$ cat src/rtl/pulse_sweep_pkg.sv
// Shared types for the pulse sweep sequencer: FSM states, loop-order codes
// and the mapping from loop_order to the inner/mid/outer sweep dimensions.
package pulse_sweep_pkg;

  typedef enum logic [2:0] {IDLE, SETUP, PULSE, VERIFY, DONE} state_t;

  localparam logic [1:0] DIM_A  = 2'd0;
  localparam logic [1:0] DIM_B  = 2'd1;
  localparam logic [1:0] DIM_PW = 2'd2;

  localparam logic [2:0] ORD_PW_B_A = 3'd0;
  localparam logic [2:0] ORD_PW_A_B = 3'd1;
  localparam logic [2:0] ORD_B_PW_A = 3'd2;
  localparam logic [2:0] ORD_B_A_PW = 3'd3;
  localparam logic [2:0] ORD_A_PW_B = 3'd4;
  localparam logic [2:0] ORD_A_B_PW = 3'd5;

  typedef struct packed {
    logic [1:0] inner;
    logic [1:0] mid;
    logic [1:0] outer;
  } dim_order_t;

  // Codes 6 and 7 are unused and fall back to the default pw,b,a nesting
  function automatic dim_order_t order_map(input logic [2:0] order);
    dim_order_t m;
    case (order)
      ORD_PW_A_B: m = '{inner: DIM_PW, mid: DIM_A,  outer: DIM_B};
      ORD_B_PW_A: m = '{inner: DIM_B,  mid: DIM_PW, outer: DIM_A};
      ORD_B_A_PW: m = '{inner: DIM_B,  mid: DIM_A,  outer: DIM_PW};
      ORD_A_PW_B: m = '{inner: DIM_A,  mid: DIM_PW, outer: DIM_B};
      ORD_A_B_PW: m = '{inner: DIM_A,  mid: DIM_B,  outer: DIM_PW};
      default:    m = '{inner: DIM_PW, mid: DIM_B,  outer: DIM_A};
    endcase
    return m;
  endfunction

endpackage

$ cat src/rtl/sweep_dim.sv
// One sweep dimension: holds the current value, loads start, and steps
// towards stop, wrapping back to start and flagging carry when it runs out.
module sweep_dim #(
  parameter int W = 8
) (
  input  logic         mclk,
  input  logic         rst_n,
  input  logic         load,
  input  logic         adv,
  input  logic [W-1:0] start,
  input  logic [W-1:0] stop,
  input  logic [W-1:0] step,
  output logic [W-1:0] value,
  output logic         carry
);

  logic [W:0] next;

  assign next = {1'b0, value} + {1'b0, step};

  // An empty range (start>stop) always wraps, so it holds the single value start
  assign carry = (step == '0) || next[W] || (next[W-1:0] > stop) || (start > stop);

  always_ff @(posedge mclk) begin
    if (!rst_n) begin
      value <= '0;
    end else if (load) begin
      value <= start;
    end else if (adv) begin
      value <= carry ? start : next[W-1:0];
    end
  end

endmodule

$ cat src/rtl/pulse_sweep_seq.sv
// Write-pulse sweep sequencer for RRAM write-verify: steps levels A/B and pulse width.
// Build option PULSE_SWEEP_STATS_EN adds the pulse_cycles statistics output.
module pulse_sweep_seq
  import pulse_sweep_pkg::*;
#(
  parameter int LVL_W     = 8,
  parameter int PW_W      = 8,
  parameter int ATT_W     = 8,
  parameter int SETUP_CYC = 2
) (
  input  logic             mclk,
  input  logic             rst_n,
  input  logic             start,
  input  logic             abort,
  input  logic [LVL_W-1:0] lvl_a_start,
  input  logic [LVL_W-1:0] lvl_a_stop,
  input  logic [LVL_W-1:0] lvl_a_step,
  input  logic [LVL_W-1:0] lvl_b_start,
  input  logic [LVL_W-1:0] lvl_b_stop,
  input  logic [LVL_W-1:0] lvl_b_step,
  input  logic [PW_W-1:0]  pw_start,
  input  logic [PW_W-1:0]  pw_stop,
  input  logic [PW_W-1:0]  pw_step,
  input  logic [2:0]       loop_order,
  input  logic [ATT_W-1:0] max_attempts,
  input  logic             vfy_done,
  input  logic             vfy_pass,
  output logic [LVL_W-1:0] lvl_a,
  output logic [LVL_W-1:0] lvl_b,
  output logic [PW_W-1:0]  cur_pw,
  output logic             pulse_en,
  output logic             vfy_req,
  output logic             busy,
  output logic             done,
  output logic             success,
  output logic             aborted,
`ifdef PULSE_SWEEP_STATS_EN
  output logic [23:0]      pulse_cycles,
`endif
  output logic [ATT_W-1:0] attempts
);

  localparam int SC_W = (SETUP_CYC > 1) ? $clog2(SETUP_CYC) : 1;

  state_t          state;
  dim_order_t      ord;
  logic [2:0]      carry;
  logic [2:0]      adv;
  logic            load;
  logic            active;
  logic            limit_hit;
  logic            exhausted;
  logic            step_sweep;
  logic [SC_W-1:0] setup_cnt;
  logic [PW_W-1:0] pulse_cnt;
  logic [PW_W-1:0] pw_len;

  assign load       = (state == IDLE) && start;
  assign active     = (state == SETUP) || (state == PULSE) || (state == VERIFY);
  assign limit_hit  = (max_attempts != '0) && (attempts == max_attempts);
  assign exhausted  = &carry;
  assign step_sweep = (state == VERIFY) && vfy_done && !vfy_pass && !abort
                      && !limit_hit && !exhausted;
  assign pw_len     = (cur_pw == '0) ? PW_W'(1) : cur_pw;

  // Carry chain follows the selected nesting: mid steps only when inner wraps
  always_comb begin
    ord = order_map(loop_order);
    adv = '0;
    if (step_sweep) begin
      adv[ord.inner] = 1'b1;
      adv[ord.mid]   = carry[ord.inner];
      adv[ord.outer] = carry[ord.inner] & carry[ord.mid];
    end
  end

  sweep_dim #(.W(LVL_W)) u_dim_a (
    .mclk(mclk), .rst_n(rst_n), .load(load), .adv(adv[DIM_A]),
    .start(lvl_a_start), .stop(lvl_a_stop), .step(lvl_a_step),
    .value(lvl_a), .carry(carry[DIM_A])
  );

  sweep_dim #(.W(LVL_W)) u_dim_b (
    .mclk(mclk), .rst_n(rst_n), .load(load), .adv(adv[DIM_B]),
    .start(lvl_b_start), .stop(lvl_b_stop), .step(lvl_b_step),
    .value(lvl_b), .carry(carry[DIM_B])
  );

  sweep_dim #(.W(PW_W)) u_dim_pw (
    .mclk(mclk), .rst_n(rst_n), .load(load), .adv(adv[DIM_PW]),
    .start(pw_start), .stop(pw_stop), .step(pw_step),
    .value(cur_pw), .carry(carry[DIM_PW])
  );

  always_ff @(posedge mclk) begin
    if (!rst_n) begin
      state     <= IDLE;
      pulse_en  <= 1'b0;
      vfy_req   <= 1'b0;
      busy      <= 1'b0;
      done      <= 1'b0;
      success   <= 1'b0;
      aborted   <= 1'b0;
      attempts  <= '0;
      setup_cnt <= '0;
      pulse_cnt <= '0;
    end else begin
      done <= 1'b0;
      // Abort takes priority over any verify result arriving in the same cycle
      if (abort && active) begin
        state    <= DONE;
        done     <= 1'b1;
        aborted  <= 1'b1;
        success  <= 1'b0;
        pulse_en <= 1'b0;
        vfy_req  <= 1'b0;
      end else begin
        case (state)
          IDLE: begin
            if (start) begin
              state     <= SETUP;
              busy      <= 1'b1;
              attempts  <= '0;
              success   <= 1'b0;
              aborted   <= 1'b0;
              setup_cnt <= '0;
            end
          end
          SETUP: begin
            if (setup_cnt == SC_W'(SETUP_CYC - 1)) begin
              state     <= PULSE;
              pulse_en  <= 1'b1;
              pulse_cnt <= '0;
              if (attempts != '1) attempts <= attempts + ATT_W'(1);
            end else begin
              setup_cnt <= setup_cnt + SC_W'(1);
            end
          end
          PULSE: begin
            if (pulse_cnt == pw_len - PW_W'(1)) begin
              state    <= VERIFY;
              pulse_en <= 1'b0;
              vfy_req  <= 1'b1;
            end else begin
              pulse_cnt <= pulse_cnt + PW_W'(1);
            end
          end
          VERIFY: begin
            if (vfy_done) begin
              vfy_req <= 1'b0;
              if (vfy_pass || limit_hit || exhausted) begin
                state   <= DONE;
                done    <= 1'b1;
                success <= vfy_pass;
              end else begin
                state     <= SETUP;
                setup_cnt <= '0;
              end
            end
          end
          DONE: begin
            state <= IDLE;
            busy  <= 1'b0;
          end
          default: state <= IDLE;
        endcase
      end
    end
  end

`ifdef PULSE_SWEEP_STATS_EN
  always_ff @(posedge mclk) begin
    if (!rst_n || load) begin
      pulse_cycles <= '0;
    end else if (pulse_en && (pulse_cycles != '1)) begin
      pulse_cycles <= pulse_cycles + 24'd1;
    end
  end
`endif

endmodule

$ cat config.mk
export PLATFORM = sky130hd
export DESIGN_NAME = pulse_sweep_seq
export DESIGN_NICKNAME = d
export VERILOG_FILES = /design/src/rtl/pulse_sweep_pkg.sv /design/src/rtl/sweep_dim.sv /design/src/rtl/pulse_sweep_seq.sv
export SDC_FILE = /design/constraint.sdc
export NUM_CORES = 1
export LEC_CHECK = 0
export ABC_AREA = 1
export BUFFER_PORTS_ARGS = -buffer_cell sky130_fd_sc_hd__buf_2
export CORE_MARGIN = 8
export CORE_UTILIZATION = 55
export CTS_CLUSTER_DIAMETER = 120
export DETAILED_ROUTE_END_ITERATION = 10
export PLACE_DENSITY_LB_ADDON = 0.25
export SLEW_MARGIN = 20
export SYNTH_ARGS = -nofsm -noshare
export SYNTH_HDL_FRONTEND = slang
export SYNTH_SLANG_ARGS = --single-unit
$ cat constraint.sdc
create_clock -name mclk -period 4.1 [get_ports mclk]
set_input_delay 0.615 -clock mclk [delete_from_list [all_inputs] [get_ports mclk]]
set_output_delay 0.615 -clock mclk [all_outputs]
set_load 0.02 [all_outputs]
**Word level (Yosys, flattened, before mapping)**

Index checks and enable logic that the tools add are counted.

- Add/sub/neg operators: 7
- Order comparisons: 12
- Equality and inequality tests: 24
- Muxes and demuxes: 60
- Bitwise gates (word level): 3
- Reductions and logical operators: 57

Operators with widths:

| operator | number |
|---|---|
| $mux 8 | 15 |
| $gt 8x8->1 | 6 |
| $logic_not 8->1 | 4 |
| $pmux 8 s2 | 2 |
| $pmux 6 s5 | 1 |
| $add 8x8->9 | 3 |
| $mux 1 | 22 |
| $mux 3 | 7 |
| $reduce_bool 2->1 | 10 |
| $add 8x1->8 const B | 2 |
| $eq 8x8->1 | 2 |
| $reduce_and 4->1 | 4 |
| $logic_or 1x1->1 | 13 |
| $eq 3x2->1 const B | 4 |
| $pmux 3 s4 | 1 |
| $reduce_and 3->1 | 4 |
| $logic_and 1x1->1 | 11 |
| $ne 2x2->1 const B | 5 |
| $reduce_and 5->1 | 2 |
| $eq 3x3->1 const B | 3 |
| $lt 2x3->1 const B | 3 |
| $ne 3x2->1 const B | 3 |
| $ne 8x8->1 const B | 1 |
| $pmux 1 s2 | 4 |
| 18 further kinds | 31 |

- Register bits after elaboration: 50
- Bits of input ports: 89
- Output and inout bits: 38
- Logic and storage cells: 177

**Longest topological paths before layout**

Gate-level depths: netlist of the first run.

- Depth in word-level cells: 11
- Gate-level depth with buffers: 27
- Gate-level depth less buffers: 26

**By module**

Synthesis of the first run repeated with hierarchy kept, for this count alone.

- Cells, all modules: 952
- Area total of the unflattened synthesis: 5939.4 um^2

Modules (own cells, without submodules):

| module | times used | cells each | area an instance (um^2) | sequential area each (um^2) |
|---|---|---|---|---|
| sweep_dim | 3 | 201 | 1278.7 | 160.2 |
| pulse_sweep_seq | 1 | 349 | 2103.3 | 520.5 |

**Worst setup path before layout of the first run**

Ideal clock, no wire load.

- Kind: input port to flip-flop
- Start: input port lvl_a_step[2]
- End: register u_dim_a.value[3]
- Library setup time: 112 ps
- Arrival: 3243 ps
- Data required time: 3988 ps
- Setup slack: 745 ps
- Cell stages on the path: 22
- Path buffers: 1
- Cells stage by stage: ha_1 -> a21oi_1 -> o211ai_1 -> a21oi_1 -> o21bai_1 -> xor2_1 -> ha_1 -> a21oi_1 -> o21a_1 -> nand2_1 -> nand2_1 -> and2_4 -> nand2_2 -> nand3_2 -> nand2_4 -> nor2_8 -> nand3_4 -> nand2_4 -> buf_8 -> nand2_1 -> nand2_1 -> nor2_2

- Word-level cells in the longest chain between the ends: 10
- Elaborated cells on any way between the ends: 21
- Those cells by class: add/sub (1); order compare (1); mux (10); bitwise (1); reduce/logical (8)

Ends and longest elaborated chain:

| item | RTL line | source |
|---|---|---|
| start, declared | pulse_sweep_seq.sv:17 | `input logic [LVL_W-1:0] lvl_a_step,` |
| $add 8x8->9 / $logic_not 8->1 (equally long branches) | sweep_dim.sv:19, sweep_dim.sv:22 |  |
| $gt 8x8->1 / $logic_or 1x1->1 (equally long branches) | sweep_dim.sv:22 | `assign carry = (step == '0) \|\| next[W] \|\| (next[W-1:0] > stop) \|\| (start > stop);` |
| $logic_or 1x1->1 (2 in series) | sweep_dim.sv:22 |  |
| $bmux 1 s2 (on tied branches) | pulse_sweep_seq.sv:72, pulse_sweep_seq.sv:73 |  |
| $mux 1 (on tied branches) | pulse_sweep_seq.sv:72, pulse_sweep_seq.sv:73 |  |
| $bwmux 3 / $and 1x1->1 (equally long branches) | pulse_sweep_seq.sv:72, pulse_sweep_seq.sv:73 |  |
| $bwmux 3 | pulse_sweep_seq.sv:73 | `adv[ord.outer] = carry[ord.inner] & carry[ord.mid];` |
| $mux 3 | pulse_sweep_seq.sv:70 | `if (step_sweep) begin` |
| $reduce_bool 2->1 (no source line) | n/a |  |
| end signal, assigned | sweep_dim.sv:28 | `value <= start;` |
| end signal, assigned | sweep_dim.sv:30 | `value <= carry ? start : next[W-1:0];` |
| end, declared | sweep_dim.sv:13 | `output logic [W-1:0] value,` |

Several ways; a longest one is shown, not always the timed one. The select of a mux whose other input is x is not followed.
A chain may end at the register's enable or synchronous reset.

**Worst setup path in the final report of the first run**

- Start: input port lvl_b_step[2]
- End: register u_dim_a.value[3]

- Word-level cells in the longest chain between the ends: 10
- Elaborated cells on any way between the ends: 18
- Those cells by class: add/sub (1); order compare (1); mux (7); bitwise (1); reduce/logical (8)

Ends and longest elaborated chain:

| item | RTL line | source |
|---|---|---|
| start, declared | pulse_sweep_seq.sv:20 | `input logic [LVL_W-1:0] lvl_b_step,` |
| $add 8x8->9 / $logic_not 8->1 (equally long branches) | sweep_dim.sv:19, sweep_dim.sv:22 |  |
| $gt 8x8->1 / $logic_or 1x1->1 (equally long branches) | sweep_dim.sv:22 |  |
| $logic_or 1x1->1 * (2 in series) | sweep_dim.sv:22 |  |
| $bmux 1 s2 (on tied branches) | pulse_sweep_seq.sv:72, pulse_sweep_seq.sv:73 |  |
| $mux 1 (on tied branches) | pulse_sweep_seq.sv:72, pulse_sweep_seq.sv:73 |  |
| $bwmux 3 / $and 1x1->1 (equally long branches) | pulse_sweep_seq.sv:72, pulse_sweep_seq.sv:73 |  |
| $bwmux 3 | pulse_sweep_seq.sv:73 |  |
| $mux 3 * | pulse_sweep_seq.sv:70 |  |
| $reduce_bool 2->1 (no source line) * | n/a |  |

Every way passes the cells marked *; elsewhere a longest branch is shown, timed or not. The select of a mux whose other input is x is not followed.

==> results.yml, run 1 <==
yosys:
  syn_nets: 1050
  ys_warn_count: 0
  synth_cell_types: 46
  synth_edf_count: 0
  yosys.area.top_type: "dfxtp_1"
  synth.most_common_cell: "nand2_1"
  async_flop_share_pct: 0
  syn_area_per_cell_um2: 6.42
  yosys-top-cells-area: "dfxtp_1, ha_1, nand2_1"
  yosysSeqAreaShare_pct: 17.7
  ys_ff_latch: 50
  synthFlopType: "dfxtp_1"
  synthCells: 880
  synthesis.area_mm2: 0.00565
  yosys.area.top_type_share_pct: 17.7
  netlist_top_cells_count: "nand2_1, inv_1, nor2_1"
worst_setup_path:
  critical_path.max_stage_delay_ns: 0.34
  slowest_stage: "ha_1"
  cp-end-kind: "flop"
  path_buf_inv: 1
  crit_arrival_ns: 3.74
  critPathRequiredTime_ns: 4.31
  critPathKind: "in2reg"
  cp_common_cell: "nand2_1"
  critical_path.startpoint_type: "input pin"
  crit_path_max_fanout: 12
  cpLargestDelayFamily: "simple AND/OR/NAND/NOR gates"
grt:
  grt_pass1_vias: 5511
  grtUsageTotal_pct: 19.6
  gr-total-overflow: 0
  grt_pass1_wl_um: 23800
  grt_antenna_before_repair: 1
  grt_max_degree: 30
detailed_routing:
  ant_nets: 0
  avgRoutedWirePerCell_um: 12.1
  drtPass1Iterations: 4
  via_count: 5654
  drc_errors: 0
  drt-total-wl_um: 13800
  vias_per_cell: 4.96
  drtIter0Drc: 201
floorplanning:
  die_y_um: 117
  die_x_um: 117
  core.rowCount: 37
  pin_count: 127
  die_area_mm2: 0.0138
  core-area_mm2: 0.0101
  start_util_pct: 55.7
timing:
  hold_viol_final: 0
  finalCritPeriodShare_pct: 86.2
  setup_viol_count_final: 0
  max_freq_mhz: 283
  drv_slew: 0
  fin_crit_ns: 3.53
  fin_skew_ns: 0.0137
  worst_slew_pin_slew_ns: 0.588
  setup-tns-final_ns: 0
  whs_ns: 0.474
  relSlewSlack_pct: 60.8
  rsz0062_at_grt: "false"
pwr:
  clockPowerShare_pct: 8.5
  combPwrFrac_pct: 70.7
  p_seq_share_pct: 20.8
  netSwitchingFraction_pct: 53.6
  vdd_ir_drop_max_uv: 461
  p_int_uw: 1680
  power_leakage_uw: 0.00365
  p_switching_uw: 1930
  p_per_area_mw_per_mm2: 557
clock_network:
  cts_tree: "done"
  clk_pin_slew_ns: 0.11
  root_buffer: "clkbuf_8"
  htree_levels: 2
  ctsHoldBuffers: 0
  cts_buffer_depth: 2
  cts_sinks: 50
  cts_buffers: 5
  ctsResizeCount: 0
  clk_latency_ns: 0.31
  cts_setup_buffers: 0
run_status:
  status: "completed"
final_layout:
  antenna_cells: 0
  area_delta_synth_final_pct: 14.7
  nets: 1174
  instances_no_fill: 1141
  num-fill-cells: 1015
  utilization_pct: 63.9
  layout-drive-gt1-share_pct: 19.6
place:
  detailed_place_hpwl_um: 11700
  placedCellCount: 1133
  globalplace.congestion: 0.891
  port-buffer-count: 126
job:
  cap_violations: 0
min_path:
  hold_path.class: "reg2reg"
-- path summary, 6_finish.rpt --
path                            startpoint                            end  slack (ns)  depth (start not counted)
max                          lvl_b_step[2]  u_dim_a.value[3]$_SDFFE_PN0P_        0.57                         25
min                 setup_cnt$_SDFFE_PN0P_         setup_cnt$_SDFFE_PN0P_        0.47                          2
max reg2reg  u_dim_a.value[4]$_SDFFE_PN0P_  u_dim_a.value[3]$_SDFFE_PN0P_        0.65                         21
min reg2reg         setup_cnt$_SDFFE_PN0P_         setup_cnt$_SDFFE_PN0P_        0.47                          2
-- power groups by stage --
stage,Clock (uW),Combinational [uW],Sequential [uW]
2_1_floorplan,0,1900,849
3_3_place_gp,0,2520,762
3_5_place_dp,0,2550,762
4_1_cts,313,2570,751
5_1_grt,332,2940,772
6_report,306,2550,751
-- layout by cell type (no fill, tap or decap), types with 15 or more instances in the layout --
master / count
nand3_1: 31
buf_2: 126
nand4_1: 18
inv_1: 125
dfxtp_1: 50
nor2_1: 90
xor2_1: 24
nor2_2: 23
a21oi_1: 57
xnor2_1: 17
o21ai_0: 15
ha_1: 78
nand2_1: 252
-- final cells by class --
type / instances / area, um^2 / area share [%]
inverters: 133 / 499 / 7.71
clock inverters: 3 / 23.8 / 0.367
flip-flops and latches: 50 / 1000 / 15.5
well taps: 136 / 170 / 2.63
multi-input cells: 687 / 4080 / 62.9
repair buffers: 127 / 638 / 9.85
clock buffers: 5 / 68.8 / 1.06
-- kinds of logic after synthesis --
kind of cell / after synthesis / share of synthesized area [%]
AOI/OAI and AO/OA: 105 / 10.7
xor gates and xnor gates: 41 / 6.36
adders and majority gates: 81 / 18.3
buffers and inverters: 143 / 10.1
DFF: 50 / 17.7
and+or+nand+nor: 460 / 36.8
-- through the flow --
step / worst slack [ns] / total power, uW / instance area [um^2]
after floorplan: 0.745 / 2750 / 5650
after CTS: 0.530 / 3630 / 6480
final: 0.567 / 3610 / 6480
after global routing: 0.223 / 4050 / 6480
after detailed placement: 0.198 / 3320 / 6380
after global placement: 0.240 / 3280 / 6380
-- worst register-to-register path: stages (launching register included) --
cell and delay [ns]:
dfxtp_1 0.36, ha_1 0.38, nand2_1 0.10, o211ai_1 0.31
a21oi_1 0.11, o21bai_1 0.16, xor2_1 0.21, ha_1 0.27
a21oi_1 0.15, o21a_1 0.14, nand2_1 0.05, nand2_1 0.09
and2_4 0.16, nand2_2 0.05, nand3_2 0.09, nand2_4 0.09
nor2_8 0.15, nand3_4 0.12, nand2_4 0.17, nand2_1 0.08
nand2_1 0.08, nor2_2 0.04
-- registers in the layout, summed over array words and instances, names as in the netlist --
| name | cells |
|---|---|
| pulse_en | 1 |
| done | 1 |
| success | 1 |
| u_dim_a.value | 8 |
| pulse_cnt | 8 |
| busy | 1 |
| setup_cnt | 1 |
| u_dim_b.value | 8 |
| u_dim_pw.value | 8 |
| vfy_req | 1 |
| attempts | 8 |
| state | 3 |
| aborted | 1 |
-- per-layer routing --
layer	global-route usage (%)	wire length [um]
met5	0	8
met4	2.92	87
met3	3.84	690
met2	35.4	6700
met1	23.7	6320
Note: power is estimated with default switching activity, not from simulation.
==> inputs of run 2 (changes only) <==
--- a/config.mk
+++ b/config.mk
@@ -5,7 +5,6 @@
 export SDC_FILE = /design/constraint.sdc
 export NUM_CORES = 1
 export LEC_CHECK = 0
-export ABC_AREA = 1
 export BUFFER_PORTS_ARGS = -buffer_cell sky130_fd_sc_hd__buf_2
 export CORE_MARGIN = 8
 export CORE_UTILIZATION = 55
@@ -15,4 +14,5 @@
 export SLEW_MARGIN = 20
 export SYNTH_ARGS = -nofsm -noshare
 export SYNTH_HDL_FRONTEND = slang
+export SYNTH_HIERARCHICAL = 1
 export SYNTH_SLANG_ARGS = --single-unit
==> run 2 against run 1 <==
Effect of this change:
- the run now ends with setup timing left
- count of clock-buffer cells in the layout up 1
- sequential power down 8.8%
- total power up 5.8%
- combinational power up 7%
- maximum frequency down 14%
- sequential share of layout area down 2.1 points
- die area down 2.6%
- critical path depth down 3
- first-iteration DRC count up 73%
- via count up 6.0%
- setup slack worse by 0.57 ns
- flip-flop and latch count unchanged
- critical path type unchanged
==> results.yml, run 2 <==
floorplanning:
  core-area_mm2: 0.00973
  die_x_um: 116
  core.rowCount: 36
  die_area_mm2: 0.0134
  start_util_pct: 56.3
  die_y_um: 116
  pin_count: 127
worst_setup_path:
  crit_arrival_ns: 4.32
  reg2reg_depth: 20
  path_buf_inv: 3
  critPathKind: "in2reg"
  crit_path_max_fanout: 4
  cpLargestDelayFamily: "simple AND/OR/NAND/NOR gates"
  cp-end-kind: "flop"
  critical_path.max_stage_delay_ns: 0.37
  timing.rr.end: "u_dim_pw/value[1]$_SDFFE_PN0P_"
  path_cells: "buf_8, ha_4, fa_2, a211oi_2, o21ai_1, nand2_1, xnor2_2, ha_1, nand4_1, buf_4, a211oi_4, nor3b_4, nand2_4, nand3_2, o21ai_4, o211ai_1, mux2_4, nor2_4, buf_6, nor2b_4, and4b_1, nor3_2"
  critPathRequiredTime_ns: 4.31
  r2r-start: "u_dim_pw/value[1]$_SDFFE_PN0P_"
  critical_path.startpoint_type: "input pin"
  slowest_stage: "fa_2"
  r2r_setup_slack_ns: 0
detailed_routing:
  vias_per_cell: 6.04
  drc_errors: 0
  drt-total-wl_um: 17400
  met3_length_um: 932
  wl_met2_um: 8790
  routed.top_layer: "met4"
  via_count: 5996
  wl_met1_um: 7330
  drtIter0Drc: 348
  drtPass1Iterations: 5
  avgRoutedWirePerCell_um: 17.5
  ant_nets: 0
yosys:
  syn_area_per_cell_um2: 8.30
  synth_cell_types: 77
  netlist_top_cells_count: "ha_1, nor2_1, dfxtp_1"
  yosys.area.top_type_share_pct: 18.3
  ys_ff_latch: 50
  syn_nets: 829
  synth.most_common_cell: "ha_1"
  yosys.area.top_type: "dfxtp_1"
  synthesis.area_mm2: 0.00548
  synth_edf_count: 0
  synthCells: 660
  async_flop_share_pct: 0
  yosysSeqAreaShare_pct: 18.3
  ys_warn_count: 6
  yosys-top-cells-area: "dfxtp_1, ha_1, a21oi_1"
  synthFlopType: "dfxtp_1"
min_path:
  hold_end: "pulse_cnt[7]$_SDFFE_PN0P_"
  hold_path.class: "reg2reg"
  worst_hold_startpoint: "pulse_cnt[7]$_SDFFE_PN0P_"
  hold-path-cell-count: 2
timing:
  relSlewSlack_pct: 34.3
  layout_setup_ws_ns: -0.00581
  drv_slew: 0
  fin_skew_ns: 0.00567
  hold_viol_final: 0
  max_freq_mhz: 244
  worst_slew_pin_slew_ns: 0.985
  rsz0062_at_grt: "true"
  fin_crit_ns: 4.11
  finalCritPeriodShare_pct: 100
  setup_viol_count_final: 2
clock_network:
  ctsHoldBuffers: 0
  cts_buffer_depth: 2
  clk_latency_ns: 0.32
  cts_tree: "done"
  htree_levels: 2
  root_buffer: "clkbuf_8"
  cts_sinks: 50
  cts_buffers: 5
  clk_pin_slew_ns: 0.10
final_layout:
  instances_no_fill: 992
  final_common_cell: "buf_2"
  mostFrequentLayoutCells: "buf_2, buf_4, ha_1"
  nets: 1026
  area_delta_synth_final_pct: 38.5
  final_area_mm2: 0.00759
  layout-drive-gt1-share_pct: 39.2
place:
  placedCellCount: 966
  detailed_place_hpwl_um: 13300
  globalplace.congestion: 0.882
  place_area_mm2: 0.00686
  port-buffer-count: 126
pwr:
  p_total_uw: 3820
  vdd_ir_drop_max_uv: 301
  power_leakage_uw: 0.00358
  p_per_area_mw_per_mm2: 503
job:
  cap_violations: 0
grt:
  grt_max_degree: 40
  grtUsageTotal_pct: 24.1
  grt_pass1_vias: 5930
  gr-total-overflow: 0
  grt_antenna_before_repair: 1
  grt_pass1_wl_um: 26900
run_status:
  violations: "setup timing"
  status: "finished with violations"
## run 2: changes by cell type after synthesis, moves of 10 or more
cell	previous run	this run
a21oi_1	57	46
xor2_1	24	14
nor2_2	23	0
nand2_1	252	35
nor2b_1	0	11
nand2b_1	0	16
o21ai_0	15	26
a211oi_1	1	29
nor2_1	90	52
nand3_1	31	12
o211ai_1	1	11
inv_1	125	38
## run 2: worst max path at each step
stage,from,end,slack (ns),cells past startpoint
2_1_floorplan,pw_step[0],u_dim_b/value[2]$_SDFFE_PN0P_,0.003,20
3_5_place_dp,lvl_b_step[0],u_dim_pw/value[3]$_SDFFE_PN0P_,-0.56,21
5_1_grt,u_dim_pw/value[1]$_SDFFE_PN0P_,u_dim_pw/value[3]$_SDFFE_PN0P_,-0.17,20
3_3_place_gp,lvl_b_step[1],u_dim_pw/value[4]$_SDFFE_PN0P_,-0.45,20
6_report,lvl_b_step[0],u_dim_b/value[5]$_SDFFE_PN0P_,-0.006,22
4_1_cts,lvl_a_step[5],u_dim_pw/value[2]$_SDFFE_PN0P_,0.02,20
## run 2: kinds of logic after synthesis
family          synth area share, %
compound gates                 26.5
xor+xnor                       6.49
fa+ha+maj                      18.7
buf+inv                        4.04
flops                          18.3
mux                            1.69
simple gates                   24.3
## run 2: cell type report
| class | instances | area (um^2) |
|---|---|---|
| antenna | 1 | 2.50 |
| clock inverter | 2 | 38.8 |
| timing repair buffer | 208 | 1300 |
| tap | 133 | 166 |
| clock buffer | 6 | 82.6 |
| fill | 688 | 2140 |
| multi-input combinational | 554 | 4840 |
| sequential | 50 | 1010 |
| inverter | 38 | 143 |
## run 2: worst reg2reg max path, cell delays in order, from the launching register on
cell and delay (ns):
dfxtp_4 0.37, buf_6 0.13, fa_2 0.42, a211oi_2 0.23
o21ai_2 0.10, nand2_1 0.12, xnor2_2 0.10, ha_1 0.31
nand4_1 0.13, nand2b_4 0.18, a221oi_4 0.31, nand2_4 0.12
nor3_2 0.12, a21oi_1 0.06, o211ai_1 0.29, nand3_1 0.14
nor4bb_4 0.17, buf_4 0.16, or2_4 0.26, o21a_1 0.19
o31a_1 0.10
## run 2: where the power goes
group / leakage (uW) / internal, uW / switching, uW
Combinational: 0.00311 / 1280 / 1460
Clock: 0.0000618 / 201 / 191
Sequential: 0.000411 / 579 / 106
## run 2: through the flow
| stage | TNS (ns) | hold WS (ns) | setup WS (ns) | utilization, % |
|---|---|---|---|---|
| 2_1_floorplan | 0 | 0.458 | 0.00257 | - |
| 3_3_place_gp | -8.83 | 0.471 | -0.454 | 70.6 |
| 3_5_place_dp | -12.18 | 0.485 | -0.564 | 70.6 |
| 4_1_cts | 0 | 0.500 | 0.0210 | 73.2 |
| 5_1_grt | -1.73 | 0.532 | -0.167 | 78.0 |
| 6_report | -0.0108 | 0.500 | -0.00581 | 78.0 |
## run 2: layer usage
layer / track usage, % / vias up
li1: - / 2903
met1: 29.2 / 2860
met2: 42.2 / 201
met3: 3.75 / 32
met4: 8.12 / 0
met5: 0 / -
## run 2: what timing repair did
action                     4_1_cts  5_1_grt
resized for setup               21       78
setup endpoints to repair       24       25
buffers inserted                 5       14
cloned                           1        0
pin swaps                       23       42
==> inputs of run 3 (changes only) <==
--- a/config.mk
+++ b/config.mk
@@ -10,7 +10,7 @@
 export CORE_UTILIZATION = 55
 export CTS_CLUSTER_DIAMETER = 120
 export DETAILED_ROUTE_END_ITERATION = 10
-export PLACE_DENSITY_LB_ADDON = 0.25
+export PLACE_DENSITY = 0.81
 export SLEW_MARGIN = 20
 export SYNTH_ARGS = -nofsm -noshare
 export SYNTH_HDL_FRONTEND = slang
==> run 3 against run 2 <==
Effect of this change:
- the flow still finishes with violations (setup timing)
- total power shrank 2.0%
- cell area is 1.4% lower
- routed wire length shrank 0.38%
- register-to-register slack worse by 0.14 ns
- critical path depth decreased by 1
- clock skew grew 0.012 ns
- maximum frequency is 4.1% lower
- largest cell class unchanged
==> results.yml, run 3 (same netlist as run 2, synthesis figures left out) <==
floorplanning:
  die_area_mm2: 0.0134
  core-area_mm2: 0.00973
  die_x_um: 116
  start_util_pct: 56.3
  core.rowCount: 36
  pin_count: 127
  die_y_um: 116
place:
  port-buffer-count: 126
  detailed_place_hpwl_um: 13500
  place_area_mm2: 0.00689
  globalplace.congestion: 0.962
timing:
  finalCritPeriodShare_pct: 104
  max_freq_mhz: 234
  layout_setup_ws_ns: -0.181
  worst_slew_pin_slew_ns: 0.928
  hold_viol_final: 0
  fin_skew_ns: 0.0179
  fin_crit_ns: 4.28
  setup-tns-final_ns: -1.85
  setup_viol_count_final: 24
  relSlewSlack_pct: 38.1
  rsz0062_at_grt: "true"
  drv_slew: 0
worst_setup_path:
  path_cells: "buf_2, ha_4, fa_2, a211oi_2, o21ai_1, nand2_1, xnor2_2, ha_1, nand4_1, buf_4, a211oi_4, nor3b_2, nand2_4, mux2i_2, o21ai_2, o211ai_1, mux2_2, nor2_4, nor2_1, a211oi_1, a211oi_1"
  crit_path_max_fanout: 8
  crit_arrival_ns: 4.48
  r2r_setup_slack_ns: -0.14
  slowest_stage: "a211oi_1"
  critical_path.max_stage_delay_ns: 0.39
  critical_path.startpoint_type: "input pin"
  critPathRequiredTime_ns: 4.30
  cp_common_cell: "a211oi_1"
  critPathKind: "in2reg"
  cp-end-kind: "flop"
pwr:
  clockPowerShare_pct: 8.5
  vdd_ir_drop_max_uv: 343
  p_int_uw: 1980
  p_per_area_mw_per_mm2: 500
  combPwrFrac_pct: 73.3
  p_seq_share_pct: 18.2
  power_leakage_uw: 0.00356
  netSwitchingFraction_pct: 47.0
  p_switching_uw: 1760
grt:
  grt_util_met3_pct: 3.49
  grt_max_degree: 40
  grt_antenna_before_repair: 2
  grt.busiest_layer: "met2"
  grt_pass1_vias: 6067
  grtUsageTotal_pct: 24.1
  gr-total-overflow: 0
  gr-usage-met1_pct: 29.2
  grt_use_met2_pct: 42.9
  grt_pass1_wl_um: 27000
detailed_routing:
  drt-total-wl_um: 17300
  ant_nets: 0
  drtIter0Drc: 507
  drc_errors: 0
  via_count: 6053
  drtPass1Iterations: 5
  vias_per_cell: 6.05
  avgRoutedWirePerCell_um: 17.3
clock_network:
  clk_pin_slew_ns: 0.11
  cts_buffers: 5
  clk_latency_ns: 0.31
  cts_tree: "done"
  htree_levels: 2
  cts_sinks: 50
  root_buffer: "clkbuf_8"
  cts_buffer_depth: 2
  ctsHoldBuffers: 0
min_path:
  hold_path.class: "reg2reg"
final_layout:
  area_delta_synth_final_pct: 36.6
  final_area_mm2: 0.00748
  num-fill-cells: 704
  mostFrequentLayoutCells: "buf_2, buf_4, ha_1"
  nets: 1034
  layout-drive-gt1-share_pct: 38.6
  final_common_cell: "buf_2"
run_status:
  status: "finished with violations"
  violations: "setup timing"
job:
  cap_violations: 0
[run 3: layout make-up]
cell class              instances  area, um^2  share of cell area, %
clock inverters                 3        28.8                  0.385
clock buffers                   5        68.8                  0.920
multi-input cells             555        4760                   63.7
flip-flops and latches         50        1000                   13.4
diodes                          1        2.50                 0.0334
well taps                     133         166                   2.22
inverters                      38         143                   1.91
repair buffers                215        1310                   17.5
[run 3: what timing repair did]
action | CTS | global route
hold endpoints to repair | 0 | 0
cloned | 0 | 2
pin swaps | 8 | 41
setup endpoints to repair | 21 | 24
buffers inserted | 4 | 17
gates resized for setup | 11 | 60
[run 3: layer usage]
| layer | share of wire [%] | vias to the layer above |
|---|---|---|
| li1 | - | 2930 |
| met4 | 1.8 | 2 |
| met1 | 42 | 2878 |
| met2 | 50 | 213 |
| met5 | 0.058 | - |
| met3 | 5.8 | 30 |
[run 3: power by group through the flow]
stage          logic (uW)  clock network [uW]  registers (uW)
3_5_place_dp         2340                   0             679
3_3_place_gp         2240                   0             678
2_1_floorplan        1510                   0             770
6_report             2740                 319             681
4_1_cts              2410                 327             669
5_1_grt              2960                 349             694
[run 3: path summary, 6_finish.rpt]
check                                      start                             to  cells after the start
setup / recovery                      pw_step[0]  u_dim_a/value[4]$_SDFFE_PN0P_                     21
setup reg to reg  u_dim_pw/value[1]$_SDFFE_PN0P_  u_dim_a/value[4]$_SDFFE_PN0P_                     20
hold reg to reg                busy$_SDFFE_PN0P_              busy$_SDFFE_PN0P_                      2
hold / removal                 busy$_SDFFE_PN0P_              busy$_SDFFE_PN0P_                      2
[run 3: worst max-delay path, delay by kind of cell]
| family | cells | cell delay (ns) |
|---|---|---|
| and+or+nand+nor | 6 | 0.75 |
| xor gates and xnor gates | 1 | 0.09 |
| adders and majority gates | 3 | 0.83 |
| buffers and inverters | 2 | 0.30 |
| muxes | 2 | 0.43 |
| AOI/OAI and AO/OA | 7 | 1.45 |
[run 3: metrics by stage]
stage | setup slack [ns] | hold WS (ns) | util (%) | std cells | power [uW]
after floorplan | 0.00257 | 0.458 | - | 660 | 2280
after global placement | -0.318 | 0.475 | 70.8 | 969 | 2920
after detailed placement | -0.492 | 0.497 | 70.8 | 969 | 3020
after CTS | 0.0130 | 0.519 | 72.5 | 981 | 3410
after global routing | -0.375 | 0.534 | 76.9 | 1000 | 4010
final | -0.181 | 0.512 | 76.9 | 1000 | 3740
